File: config.mk
export PLATFORM = sky130hd
export DESIGN_NAME = register_file_mp
export DESIGN_NICKNAME = d
export VERILOG_FILES = /design/src/rtl/regfile_pkg.sv /design/src/rtl/rf_scoreboard.sv /design/src/rtl/register_file_mp.sv
export SDC_FILE = /design/constraint.sdc
export NUM_CORES = 2
export LEC_CHECK = 0
export CELL_PAD_IN_SITES_DETAIL_PLACEMENT = 0
export CELL_PAD_IN_SITES_GLOBAL_PLACEMENT = 1
export CORE_MARGIN = 2
export CORE_UTILIZATION = 35
export DETAILED_ROUTE_END_ITERATION = 10
export PLACE_DENSITY_LB_ADDON = 0.1
export SKIP_LAST_GASP = 1
export SYNTH_ARGS = -nofsm -noshare
export SYNTH_HDL_FRONTEND = slang
export SYNTH_SLANG_ARGS = --single-unit
File: constraint.sdc
create_clock -name clk -period 3.1 [get_ports clk]
set_input_delay 0.465 -clock clk [delete_from_list [all_inputs] [get_ports clk]]
set_output_delay 0.465 -clock clk [all_outputs]
set_load 0.05 [all_outputs]
File: src/rtl/regfile_pkg.sv
// Shared sizing and types for the integer register file.
// Defaults target RV32I; RV32E builds override NREGS to 16.
package regfile_pkg;
  localparam int RF_XLEN  = 32;
  localparam int RF_NREGS = 32;
  localparam int AW       = $clog2(RF_NREGS);

  typedef logic [AW-1:0]      reg_addr_t;
  typedef logic [RF_XLEN-1:0] xlen_t;
endpackage

File: src/rtl/rf_scoreboard.sv
// Pending-load scoreboard: one bit per register, set on load issue,
// cleared by load return or flush, looked up for every read port.
import regfile_pkg::*;

module rf_scoreboard #(
  parameter  int NREGS  = RF_NREGS,
  parameter  int NRD    = 2,
  parameter  int BYPASS = 1,
  localparam int AW     = $clog2(NREGS)
) (
  input  logic              clk,
  input  logic              rst_n,
  input  logic              alloc_en,
  input  logic [AW-1:0]     alloc_addr,
  input  logic              wb0_en,
  input  logic [AW-1:0]     wb0_addr,
  input  logic              flush,
  input  logic [NRD*AW-1:0] rd_addr,
  output logic [NRD-1:0]    rd_busy
);

  logic [NREGS-1:0] r_pend;
  logic [NREGS-1:0] w_pend_nxt;

  // Flush beats alloc, alloc beats a same-cycle load return.
  always_comb begin
    w_pend_nxt = r_pend;
    for (int r = 1; r < NREGS; r++) begin
      if (flush)
        w_pend_nxt[r] = 1'b0;
      else if (alloc_en && alloc_addr == AW'(r))
        w_pend_nxt[r] = 1'b1;
      else if (wb0_en && wb0_addr == AW'(r))
        w_pend_nxt[r] = 1'b0;
    end
    w_pend_nxt[0] = 1'b0;
  end

  always_ff @(posedge clk or negedge rst_n) begin
    if (!rst_n)
      r_pend <= '0;
    else
      r_pend <= w_pend_nxt;
  end

  for (genvar i = 0; i < NRD; i++) begin : g_busy
    logic [AW-1:0] w_a;
    logic          w_rel;
    assign w_a   = rd_addr[i*AW +: AW];
    assign w_rel = (BYPASS != 0) && wb0_en
                   && (wb0_addr == w_a) && !flush;
    assign rd_busy[i] = (w_a != '0) && r_pend[w_a] && !w_rel;
  end

endmodule

File: src/rtl/register_file_mp.sv
// Multi-port integer register file: NRD combinational reads, two
// writeback ports (WB1 wins on collision), bypass and load scoreboard.
import regfile_pkg::*;

module register_file_mp #(
  parameter  int XLEN   = RF_XLEN,
  parameter  int NREGS  = RF_NREGS,
  parameter  int NRD    = 2,
  parameter  int BYPASS = 1,
  localparam int AW     = $clog2(NREGS)
) (
  input  logic                clk,
  input  logic                rst_n,
  input  logic [NRD*AW-1:0]   rd_addr,
  output logic [NRD*XLEN-1:0] rd_data,
  output logic [NRD-1:0]      rd_busy,
  input  logic                wb0_en,
  input  logic [AW-1:0]       wb0_addr,
  input  logic [XLEN-1:0]     wb0_data,
  input  logic                wb1_en,
  input  logic [AW-1:0]       wb1_addr,
  input  logic [XLEN-1:0]     wb1_data,
  input  logic                alloc_en,
  input  logic [AW-1:0]       alloc_addr,
  input  logic                flush
);

  logic [XLEN-1:0] r_regs [NREGS];
  logic            w_wb0_we;
  logic            w_wb1_we;

  // The ALU result is younger than the load, so WB1 takes a shared slot.
  assign w_wb1_we = wb1_en && (wb1_addr != '0);
  assign w_wb0_we = wb0_en && (wb0_addr != '0)
                    && !(w_wb1_we && wb1_addr == wb0_addr);

  always_ff @(posedge clk or negedge rst_n) begin
    if (!rst_n) begin
      for (int r = 0; r < NREGS; r++)
        r_regs[r] <= '0;
    end else begin
      if (w_wb0_we)
        r_regs[wb0_addr] <= wb0_data;
      if (w_wb1_we)
        r_regs[wb1_addr] <= wb1_data;
    end
  end

  for (genvar i = 0; i < NRD; i++) begin : g_rd
    logic [AW-1:0]   w_a;
    logic [XLEN-1:0] w_d;
    assign w_a = rd_addr[i*AW +: AW];
    always_comb begin
      w_d = r_regs[w_a];
      if (BYPASS != 0) begin
        if (wb0_en && wb0_addr == w_a)
          w_d = wb0_data;
        if (wb1_en && wb1_addr == w_a)
          w_d = wb1_data;
      end
      if (w_a == '0)
        w_d = '0;
    end
    assign rd_data[i*XLEN +: XLEN] = w_d;
  end

  rf_scoreboard #(
    .NREGS  (NREGS),
    .NRD    (NRD),
    .BYPASS (BYPASS)
  ) u_sb (
    .clk        (clk),
    .rst_n      (rst_n),
    .alloc_en   (alloc_en),
    .alloc_addr (alloc_addr),
    .wb0_en     (wb0_en),
    .wb0_addr   (wb0_addr),
    .flush      (flush),
    .rd_addr    (rd_addr),
    .rd_busy    (rd_busy)
  );

endmodule

After elaboration in Yosys (flattened, before gate mapping)
Cells that the tools add are included.
{ "word_totals": {"reg_bits": 1055, "output_inout_bits": 66} }
{ "op_classes": {"order_cmp": 8, "n_eq_ne": 67, "mux": 117, "bitwise_logic": 4, "reduce_logical": 119} }
{ "ops": {"columns": ["op", "count"], "rows": [
  ["1024-bit bitwise mux", 2],
  ["1024-bit two-way mux", 2],
  ["32-bit two-way mux", 12],
  ["32-bit binary-select mux with 5-bit select", 2],
  ["32-bit demux with 5-bit select", 2],
  ["5-bit == test, second input constant", 32],
  ["1-bit two-way mux", 95],
  ["3-bit nonzero test", 31],
  ["5-bit by 4-bit == test with 1-bit output, second input constant", 16],
  ["1-bit logical AND", 78],
  ["5-bit by 3-bit == test with 1-bit output, second input constant", 8],
  ["5-bit == test", 5],
  ["6-bit >= comparator, second input constant", 4],
  ["5-bit NOT with 6-bit output", 4],
  ["5-bit by 2-bit == test with 1-bit output, second input constant", 4],
  ["5-bit nonzero test", 4],
  ["5-bit by 6-bit < comparator with 1-bit output, second input constant", 2],
  ["6-bit by 1-bit < comparator with 1-bit output, second input constant", 2],
  ["1-bit binary-select mux with 5-bit select", 2],
  ["5-bit by 1-bit == test with 1-bit output, second input constant", 2],
  ["5-bit logical NOT", 2],
  ["1-bit logical NOT", 4]
]} }

Depth between registers and ports, before layout
{ "logic_depth": {"ltp_word": 9, "mapped_depth": 11, "mapped_depth_nobuf": 6} }

By module
Synthesis repeated with hierarchy kept, for this count alone.
{ "unflattened": {"cells_unflattened": 7350, "hier_area_um2": 66362.4} }
{ "modules_own_cells": {"columns": ["mod", "instances", "cells_each", "area_each_um2", "seq_area_each_um2"], "rows": [
  ["register_file_mp", 1, 7103, 64155.3, 25624.6],
  ["rf_scoreboard", 1, 247, 2207.1, 775.7]
]} }

Least setup slack after synthesis
Ideal clock, no wire load.
{ "synth_path": {"path_kind": "input to output", "startpoint": "in rd_addr[5]", "endpoint": "out rd_data[63]", "arrival_time_ps": 4138, "required_ps": 2635, "path_slack_ps": -1503, "cell_stages": 9, "path_buffers": 4, "path_cell_list": "buf_4 > buf_6 > buf_4 > buf_4 > nand3_1 > o21ai_0 > a2111oi_0 > a211oi_1 > a2111oi_0"} }
{ "synth_between": {"elab_chain_len": 7, "elab_cells_between_ends": 12} }
{ "synth_rtl": {"columns": ["element", "line_no", "text"], "rows": [
  ["start: declaration", "register_file_mp.sv:14", "input logic [NRD*AW-1:0] rd_addr,"],
  ["5-bit NOT with 6-bit output (not written as such)", "register_file_mp.sv:54", "w_d = r_regs[w_a];"],
  ["32-bit binary-select mux with 5-bit select", "register_file_mp.sv:54", null],
  ["32-bit two-way mux (not written as such) (2 in a row)", "register_file_mp.sv:54", null],
  ["32-bit two-way mux", "register_file_mp.sv:56", "if (wb0_en && wb0_addr == w_a)"],
  ["32-bit two-way mux", "register_file_mp.sv:58", "if (wb1_en && wb1_addr == w_a)"],
  ["32-bit two-way mux (*)", "register_file_mp.sv:61", "if (w_a == '0)"],
  ["end: declaration", "register_file_mp.sv:15", "output logic [NRD*XLEN-1:0] rd_data,"]
]} }
Every way passes the cells marked *; elsewhere a longest branch is shown, timed or not. The select of a mux whose other input is x is not followed.

Worst setup path in the final report
{ "layout_path": {"startpoint": "reg r_regs[671] (netlist name)", "endpoint": "out rd_data[63]"} }
{ "layout_between": {"elab_chain_len": 6} }
{ "layout_rtl": {"columns": ["element", "line_no", "text"], "rows": [
  ["start: declaration", "register_file_mp.sv:28", "logic [XLEN-1:0] r_regs [NREGS];"],
  ["start signal: indexed assignment", "register_file_mp.sv:43", "r_regs[wb0_addr] <= wb0_data;"],
  ["start signal: indexed assignment", "register_file_mp.sv:45", "r_regs[wb1_addr] <= wb1_data;"],
  ["32-bit binary-select mux with 5-bit select", "register_file_mp.sv:54", null],
  ["32-bit two-way mux (not written as such) (2 in a row)", "register_file_mp.sv:54", null],
  ["32-bit two-way mux", "register_file_mp.sv:56", null],
  ["32-bit two-way mux", "register_file_mp.sv:58", null],
  ["32-bit two-way mux", "register_file_mp.sv:61", null]
]} }
No other way between the ends. The select of a mux whose other input is x is not followed.

==> impl_summary.txt <==
----------------------------------------------------
[Hold path]
  Min-delay worst type ... input port to asynchronous set/reset pin

[Finish]
  Number of nets in the final layout ... 6,873
  Area growth syn-to-layout ... 27.6%
  Fraction of final layout cells sized beyond drive strength 1 ... 0.284
  Final Non-Filler Cells ... 9,396
  Post-Route Utilization ... 0.450

[Drt]
  DRT antenna net count ... 0
  Final wirelength ... approximately 350,000 um
  First-pass iteration count of the detailed router ... 6
  DR WL/cell ... 37.2 um
  Routed vias/inst ... just over 6
  Routed vias ... 58,600
  Number of remaining DRC errors ... 0
  First DRT Iteration DRCs ... approximately 7,500

[Clocking]
  Clock tree from TritonCTS ... yes
  Number of H-tree branching levels ... 4
  Buffer depth of the longest clock path ... 3
  Clock root buffer ... clkbuf_16
  Inserted Clock Buffers ... 140
  Insertion delay to the later sink of the worst-skew pair ... 840 ps
  Clock Pin Slew Worst Setup and Hold Paths ... 60 ps
  Clock sink count ... about 1,100

[Pwr]
  Power per Cell Area ... 615 nW/um^2
  Net switching component of the power ... 18.0 mW
  Total chip power ... 52.7 mW
  Switching Share ... 0.341
  Max rail drop VDD ... 0.435 mV
  Int Power ... roughly 35 mW
  Share of power burned in combinational logic ... 0.298
  Clock Power Share ... 0.320
  Sequential share of power ... 0.382
  Leakage power ... 40.5 nW

[Floorplan]
  Top-level I/O count ... 161
  Die X-Extent ... 442 um
  Die footprint ... 195,000 sq um
  Die Y ... 442 um
  Core region area ... 190,000 sq um
  Effective utilization at floorplan ... 0.353
  Placement row count ... 160

[Worst setup path]
  Cell-by-cell listing of the critical path ... mux2i_1, a2111oi_4, a211oi_4, a2111oi_4, clkbuf_16
  Source of the worst register-to-register timing path ... r_regs[332]
  Cell with the largest stage delay on the worst path ... a2111oi_4
  Worst setup SP type ... flip-flop
  Worst flop-to-flop path endpoint ... r_regs[332]
  Reg2Reg Setup Slack ... ~2100 ps
  Classification of the worst setup path ... flip-flop to output pin
  Required time of the critical path ... 2630 ps
  Critical path capture point type ... output pin
  Crit-path max cell delay ... 590 ps
  Arrival time of the worst setup path ... between 2000 and 3000 ps
  Maximum fanout along the worst path ... 3
  Count of cells along the worst register-to-register path ... 4
  Cell mode on critical path ... a2111oi_4

[Global routing]
  First-pass GRT wire length ... 480,000 um
  Maximum number of pins on one net before global-route repair ... 114
  Global router's overall resource usage ... 0.350
  Vias in the first global route ... 56,200
  Initial antenna violation count ... 14
  Overflow left after global routing ... 0

[Yosys]
  Top area cells in the synthesized netlist ... dfrtp_1 (39%), mux2i_1 (19%), mux4_2 (14%), nand2_1 (5.7%), o21ai_0 (5.5%)
  Number of nets produced by synthesis ... 6,544
  Proportion of synthesized chip area in sequential cells ... 0.393
  Most instantiated flip-flop cell in the synthesis netlist ... dfrtp_1
  Post-synthesis cell type count ... 58
  Number of cells produced by synthesis ... around 6,400
  EDFF count, synth ... 0
  Async set-or-reset flop fraction in the synthesized netlist ... 1.00
  Post-synth top area cell ... dfrtp_1
  Top cell type's share of synthesized area ... 0.393
  Post-synthesis sequential element count ... 1,055
  Area of the mapped netlist ... between 60,000 and 70,000 sq um
  Average instance area after synthesis ... 10.4 sq um
  Warnings from Yosys ... 0

[STA]
  Hold Vio Cnt, Final ... 0
  Worst slew slack as a fraction of its limit ... 0.447
  Setup slack of the critical path after layout ... -333 ps
  Pins over their slew limit ... 0
  Final period utilization ... 1.11
  Final period demand of the worst path ... 3430 ps
  Setup repair after global routing missed its margin ... true
  Highest clock frequency the design can meet ... roughly 290 MHz
  Clock skew after layout ... 0 ps
  Actual slew at the worst max-slew pin ... 807 ps
  Endpoints failing setup ... 57

[Flow run]
  Number of max-cap violations ... 0

[Run status]
  Violations in the final reports ... setup timing
  Outcome ... complete, but fails checks

[Place]
  Count of input and output buffers ... 160
  Minimum setup slack after placement ... -834 ps
  Weighted congestion reported at the end of routability-driven placement ... 0.968
  DP Cell Count ... between 9,000 and 10,000
  HPWL Detailed ... 236,000 um

----------------------------------------------------
[sequential cells by signal (all words and copies together), names as in the netlist]
name,flops
r_regs,1024
u_sb.r_pend,31
[metal layers]
metal  part of all wire  global-route usage  vias to the layer above
li1                   -                   -                    24300
met1               0.42               0.480                    30300
met2               0.44               0.523                     3195
met3              0.087              0.0756                      759
met4              0.057               0.172                        8
met5            0.00013                   0                        -
[area by class of cell]
type / count / area, sq um
Inverter: 26 / 100
Multi-Input combinational cell: 4548 / 39400
Timing Repair Buffer: 1007 / 12000
Antenna cell: 5 / 12.5
Tap cell: 2511 / 3140
Clock buffer: 210 / 4160
Fill cell: 17600 / 105000
Sequential cell: 1055 / 26400
Clock inverter: 34 / 475
[cell usage after synthesis (20+ instances only)]
cell type,count
a221oi_1,23
mux2_2,22
a41oi_1,20
buf_4,36
a22oi_1,144
mux4_2,432
nor3_1,26
o22ai_1,37
o21ai_0,731
dfrtp_1,1055
a32oi_1,40
buf_6,51
a21oi_1,43
nand2_4,20
mux2i_1,1247
nand2_1,1027
o21ai_1,298
inv_1,24
a221o_1,26
buf_2,133
nand3_1,124
a211oi_1,29
clkbuf_1,557
nor2_1,103
buf_1,41
[logic make-up (layout without fill, tap and decap cells)]
kind of cell    count (synthesis)  count (layout)  synth area share
mux                          1701            1701             0.335
compound gates               1466            1466             0.127
simple gates                 1356            1356            0.0835
flops                        1055            1055             0.393
buf+inv                       846            1277            0.0578
xor+xnor                       25              25           0.00326
other cells                     0               5                 0
[what timing repair did]
item,in CTS,in global routing
hold buffers,1,0
cloned,2,1
setup buffers,66,70
endpoints found under the setup margin,66,66
resized for setup,344,123
pin swaps,128,83
hold endpoints to repair,13,0
[cell usage in the layout (no fill, tap or decap), drive strengths merged, types with 12 or more instances in the layout]
| cell | synthesis | final |
|---|---|---|
| clkinv | 1 | 21 |
| a211oi | 29 | 29 |
| buf | 263 | 922 |
| a221o | 26 | 26 |
| a221oi | 23 | 23 |
| xnor2 | 18 | 18 |
| nand2b | 12 | 12 |
| a41oi | 20 | 20 |
| o22ai | 37 | 37 |
| a22oi | 144 | 144 |
| clkbuf | 557 | 214 |
| a32oi | 40 | 40 |
| o21ai | 1029 | 1029 |
| a22o | 18 | 18 |
| a21oi | 43 | 43 |
| nor3 | 26 | 26 |
| nor2b | 16 | 16 |
| nor2 | 103 | 103 |
| dfrtp | 1055 | 1055 |
| clkdlybuf4s50 | 0 | 71 |
| nand3 | 126 | 126 |
| nand2 | 1047 | 1047 |
| mux2 | 22 | 22 |
| mux2i | 1247 | 1247 |
| inv | 25 | 31 |
| o32ai | 17 | 17 |
| o221ai | 15 | 15 |
| mux4 | 432 | 432 |
[metrics by stage]
| step | hold slack [ps] | setup TNS, ps | instance area, sq um |
|---|---|---|---|
| finish | 232 | -7530 | 85600 |
| global route | 227 | -10070 | 85600 |
| CTS | 179 | -9680 | 84400 |
| detailed placement | 383 | -94480 | 77600 |
| global placement | 377 | -76540 | 77600 |
| floorplan | 169 | -5780 | 67200 |
[power by group through the flow]
stage / combinational, mW / clock, mW / sequential, mW
floorplan: 8.93 / 0 / 19.0
global placement: 14.0 / 0 / 20.1
detailed placement: 14.2 / 0 / 20.2
CTS: 15.1 / 17.1 / 20.0
global route: 16.5 / 17.6 / 20.5
finish: 15.7 / 16.9 / 20.1
[how the worst max path moves through the flow]
stage,slack [ps],startpoint,end,cells past startpoint
3_3_place_gp,-820,wb1_addr[0],rd_data[32],12
4_1_cts,-360,r_regs[61],rd_data[61],4
6_report,-330,r_regs[671],rd_data[63],5
2_1_floorplan,-440,rd_addr[0],rd_data[15],7
3_5_place_dp,-830,wb1_addr[0],rd_data[35],12
5_1_grt,-350,r_regs[31],rd_data[63],5
[worst max-delay path, delay by kind of cell, from the launching register on]
family	cells	cell delay, ps
AO/OA/AOI/OAI	3	1200
flip-flops	1	380
buffers and inverters	1	290
multiplexers	1	280
Note: power is estimated with default switching activity, not from simulation.
